==> src/rtl/mux_logic_unit.sv <==
// Purpose : truth-table logic unit; every gate is a 4:1 mux selecting tt[{x,y}].
//           Bitwise mode applies tt to each (a[i],b[i]) pair; reduce mode folds a serially.
// Latency : bitwise 1 cycle; reduce WIDTH cycles (1 cycle when WIDTH==1).
// Backpressure: result held in HOLD until out_ready; a new request may be taken on the
//           same edge the result retires, so bitwise streams run at one result per cycle.
//
// Ports:
//   clk, rst            - clock, asynchronous active-high reset
//   in_valid/in_ready   - request handshake; a, b, tt, reduce sampled on acceptance
//   a, b [WIDTH]        - operands (b unused in reduce mode)
//   tt [4]              - truth table, f(x,y) = tt[{x,y}]
//   reduce              - 0 = bitwise, 1 = serial fold of a
//   out_valid/out_ready - result handshake; y stable while stalled
//   y [WIDTH]           - result
//   busy                - high while the serial fold is running
module mux_logic_unit #(
  parameter int WIDTH = 8
) (
  input  logic             clk,
  input  logic             rst,
  input  logic             in_valid,
  output logic             in_ready,
  input  logic [WIDTH-1:0] a,
  input  logic [WIDTH-1:0] b,
  input  logic [3:0]       tt,
  input  logic             reduce,
  output logic             out_valid,
  input  logic             out_ready,
  output logic [WIDTH-1:0] y,
  output logic             busy
);

  localparam logic [1:0] IDLE = 2'd0;
  localparam logic [1:0] RUN  = 2'd1;
  localparam logic [1:0] HOLD = 2'd2;

  localparam int IW = $clog2(WIDTH) + 1;
  localparam logic [IW-1:0] IDX_ONE  = IW'(1);
  localparam logic [IW-1:0] IDX_LAST = IW'(WIDTH - 1);

  logic [1:0]       state_q, state_d;
  logic [WIDTH-1:0] y_q, y_d;
  logic [WIDTH-1:0] a_cap_q, a_cap_d;
  logic [3:0]       tt_cap_q, tt_cap_d;
  logic             acc_q, acc_d;
  logic [IW-1:0]    idx_q, idx_d;

  logic [WIDTH-1:0] a_shift;
  logic             a_bit;
  logic             acc_next;
  logic             accept;

  // The single gate primitive: 4:1 mux with the truth table on the data inputs.
  function automatic logic mux4(input logic [3:0] t, input logic x, input logic s);
    return t[{x, s}];
  endfunction

  assign in_ready  = (state_q == IDLE) || ((state_q == HOLD) && out_ready);
  assign out_valid = (state_q == HOLD);
  assign busy      = (state_q == RUN);
  assign y         = y_q;
  assign accept    = in_valid && in_ready;

  // Shift rather than index so the wider counter never selects outside a_cap.
  assign a_shift  = a_cap_q >> idx_q;
  assign a_bit    = a_shift[0];
  assign acc_next = mux4(tt_cap_q, acc_q, a_bit);

  always_comb begin
    state_d  = state_q;
    y_d      = y_q;
    a_cap_d  = a_cap_q;
    tt_cap_d = tt_cap_q;
    acc_d    = acc_q;
    idx_d    = idx_q;

    case (state_q)
      IDLE: ;
      RUN: begin
        acc_d = acc_next;
        if (idx_q == IDX_LAST) begin
          // Last bit folded: publish the single-bit result; counter parks here.
          y_d     = '0;
          y_d[0]  = acc_next;
          state_d = HOLD;
        end else begin
          idx_d = idx_q + IDX_ONE;
        end
      end
      HOLD: begin
        if (out_ready && !in_valid) state_d = IDLE;
      end
      default: state_d = IDLE;
    endcase

    // Acceptance overrides the above; from HOLD this also retires the old result.
    if (accept) begin
      a_cap_d  = a;
      tt_cap_d = tt;
      if (!reduce) begin
        for (int i = 0; i < WIDTH; i++) begin
          y_d[i] = mux4(tt, a[i], b[i]);
        end
        state_d = HOLD;
      end else if (WIDTH == 1) begin
        // Nothing to fold: the result is a[0] itself.
        y_d     = '0;
        y_d[0]  = a[0];
        acc_d   = a[0];
        state_d = HOLD;
      end else begin
        acc_d   = a[0];
        idx_d   = IDX_ONE;
        state_d = RUN;
      end
    end
  end

  always_ff @(posedge clk or posedge rst) begin
    if (rst) begin
      state_q  <= IDLE;
      y_q      <= '0;
      a_cap_q  <= '0;
      tt_cap_q <= '0;
      acc_q    <= 1'b0;
      idx_q    <= '0;
    end else begin
      state_q  <= state_d;
      y_q      <= y_d;
      a_cap_q  <= a_cap_d;
      tt_cap_q <= tt_cap_d;
      acc_q    <= acc_d;
      idx_q    <= idx_d;
    end
  end

endmodule

==> config.mk <==
export PLATFORM = sky130hd
export DESIGN_NAME = mux_logic_unit
export DESIGN_NICKNAME = d
export VERILOG_FILES = /design/src/rtl/mux_logic_unit.sv
export SDC_FILE = /design/constraint.sdc
export NUM_CORES = 1
export LEC_CHECK = 0
export CORE_UTILIZATION = 45
export CTS_CLUSTER_SIZE = 10
export DETAILED_ROUTE_END_ITERATION = 12
export DONT_BUFFER_PORTS = 1
export GPL_TIMING_DRIVEN = 0
export PLACE_DENSITY = 0.56
export SLEW_MARGIN = 40
export SYNTH_ARGS = -nofsm -noshare
export SYNTH_HDL_FRONTEND = slang
export SYNTH_SLANG_ARGS = --single-unit
==> constraint.sdc <==
create_clock -name clk -period 2.1 [get_ports clk]
set_clock_uncertainty 0.1 [all_clocks]
set_input_delay 0.21 -clock clk [delete_from_list [all_inputs] [get_ports clk]]
set_output_delay 0.21 -clock clk [all_outputs]
set_load 0.01 [all_outputs]
==> results.yml <==
synthesis:
  synth.ff_latch_count: 27
  ys.flop_type: "dfrtp_1"
  postSynthAreaPerCell_um2: 9.941
  syn_nets: 172
  synth.distinct_cells: 27
  yosysMostFrequentCell: "nand2_1"
  synthArstFlopShare_pct: 100.0
  synth_fa_ha_area_share_pct: 0.8621
  muxShareOfSynthArea_pct: 19.14
  ys_seq_area_share_pct: 46.55
  synth.area.top_cells: "dfrtp_1 47%, nand2_1 15%, mux4_2 14%"
  synthSimpleGateAreaFrac_pct: 22.84
  synth_compound_area_share_pct: 6.466
  syn_inst: 146
  synth_top_family_by_area: "simple AND/OR/NAND/NOR gates"
  synth_edf_count: 0
  syn_area_um2: 1451
  synth_top_cells_by_count: "57 x nand2_1, 27 x dfrtp_1, 10 x o21ai_0"
  yosys_warnings: 0
  synth_xor_area_share_pct: 1.207
  yosysTopAreaCell: "dfrtp_1"
  synth_top_area_share_pct: 46.55
global_route:
  antenna_found_initial: 0
  grt_usage_pct: 20.45
  grt_pass1_vias: 1064
  grt_overflow: 0
  grt_pass1_wl_um: 5202
  grt_max_degree: 28
place:
  gp_congestion: 0.7669
  dp.cells: 190
  portBuffers: 0
  dp_hpwl_um: 2340
pwr:
  vdd_ir_drop_max_mv: 0.4716
  cellPowerDensity_nw_per_um2: 1216
  p_leak_uw: 0.0007752
routing:
  via_per_inst: 5.418
  drc: 0
  drt_iter0_drc: 68
  first_pass_iters: 4
  vias: 1127
  wirelength_um: 3226
  routedWlPerCell_um: 15.51
  ant_nets: 0
worst_setup_path:
  path_cells: "buf_6 > mux4_2 > nand2b_1 > nand3_2 > mux2_4 > o31ai_4"
  crit_fanout: 5
  worstSetupStartpointType: "flop"
  crit_family: "multiplexers"
  critical_path_buf_inv_count: 1
  slowest_delay_ns: 0.48
  critPathArrivalTime_ns: 2.04
  crit_slowest_cell: "mux4_2"
  cp.required_ns: 2.25
  worst_setup_path_end_kind: "flop"
  path_class: "reg -> reg"
cts:
  numCtsBuffers: 3
  clkTransAtPathRegs_ns: 0.14
  cts.repair.resized: 0
  cts_root_buf: "clkbuf_4"
  cts_setup_buffers: 0
  cts_sinks: 27
  clk-insertion-delay-late_ns: 0.34
  hold_buffers: 14
  cts_tree: "yes"
  h-tree-depth: 1
  cts_buffer_depth: 2
die:
  die_y_um: 58.79
  num_rows: 20
  fp.coreArea_um2: 3053
  io_pins: 36
  dieArea_um2: 3456
  start_util_pct: 47.54
  die_w_um: 58.79
timing:
  slew_headroom_pct: 61.93
  fin_crit_sh_pct: 90.22
  tightest_slew_ns: 0.5702
  hold_violations: 0
  setup_tns_ns: 0
  slew_violations: 0
  setup_viol: 0
  fmax_ghz: 0.5278
  fin_crit_ns: 1.895
  rsz0062_at_grt: "false"
layout:
  drive_above_1_share_pct: 11.59
  fin_cells: 208
  diodes: 0
  fillers: 270
  area_delta_synth_final_pct: 15.52
  nNetsFinal: 191
job:
  drv_cap: 0
status:
  status: "finished clean"
hold_path:
  hp-class: "in -> reg"
-- metal layers --
| layer | vias up | wire [µm] | global-route usage [%] |
|---|---|---|---|
| li1 | 536 | - | - |
| met1 | 557 | 1530 | 29.33 |
| met2 | 30 | 1477 | 29.71 |
| met3 | 4 | 178 | 4.835 |
| met4 | 0 | 40 | 8.503 |
| met5 | - | 0 | 0 |
-- cell usage in the layout, fill, tap and decap left out, types with 2 or more instances in the layout --
master	instances
dfrtp_1	27
nor2b_1	2
nand2_1	57
and4_1	2
inv_1	2
mux2i_1	6
and3_1	2
dlygate4sd3_1	14
nor2_1	5
o21ai_0	10
clkbuf_1	4
nand2b_1	2
mux4_2	9
a21oi_1	3
clkbuf_4	3
-- cells by family (layout without fill, tap and decap cells) --
kind of cell	count (synthesis)	in the layout
simple gates	76	76
flops	27	27
mux	16	16
compound gates	15	15
buf+inv	9	27
xor+xnor	2	2
fa+ha+maj	1	1
-- worst paths after layout --
path	from	end	slack, ns	depth (start not counted)
worst max-delay path	idx_q[0]	acc_q	0.21	6
worst max register to register	idx_q[0]	acc_q	0.21	6
worst min-delay path	in_valid	state_q[1]	0.006	2
max in group asynchronous	rst	idx_q[0]	1.24	2
min in group asynchronous	rst	y[0]	0.26	2
worst min register to register	a_cap_q[0]	a_cap_q[0]	0.39	2
-- worst register-to-register path: cells and delay by family, from the launching register on --
family | cells | cell delay [ns]
AO/OA/AOI/OAI | 1 | 0.16
buffers and inverters | 1 | 0.13
flip-flops | 1 | 0.39
multiplexers | 2 | 0.80
AND/OR/NAND/NOR | 2 | 0.24
-- registers in the layout, summed over array words and instances, names as in the netlist --
name,count
acc_q,1
idx_q,4
tt_cap_q,4
state_q,2
y,8
a_cap_q,8
-- through the flow --
| step | utilization (%) | worst slack [ns] | hold slack (ns) | cell area [µm²] | total power (µW) |
|---|---|---|---|---|---|
| final | 54.92 | 0.2053 | 0.005679 | 1677 | 2039 |
| after global routing | 54.92 | 0.1048 | 0.02608 | 1677 | 2205 |
| after CTS | 54.92 | 0.1880 | 0.006350 | 1677 | 2057 |
| after detailed placement | 49.34 | 0.2263 | 0.08458 | 1506 | 1804 |
| after global placement | 49.34 | 0.2456 | 0.2205 | 1506 | 1774 |
| after floorplan | - | 0.3014 | 0.1627 | 1451 | 1620 |
-- layout make-up --
type	instances	area [µm²]	area share, %
Clock buffer	3	22.52	1.343
Sequential cell	27	675.6	40.30
Multi-Input combinational cell	110	733.2	43.73
Clock inverter	1	7.507	0.4478
Inverter	3	11.26	0.6716
Buffer	6	31.28	1.866
Timing Repair Buffer	14	140.1	8.358
Tap cell	44	55.05	3.284
-- report_power, final --
group          switching (µW)  internal [µW]  leakage [µW]  total [µW]
Combinational             422            393      0.000427         815
Clock                     164           72.9     0.0000139         237
Sequential                224            763      0.000334         987
Total                     811           1230      0.000775        2040
Power figures use the tool's default switching activity.
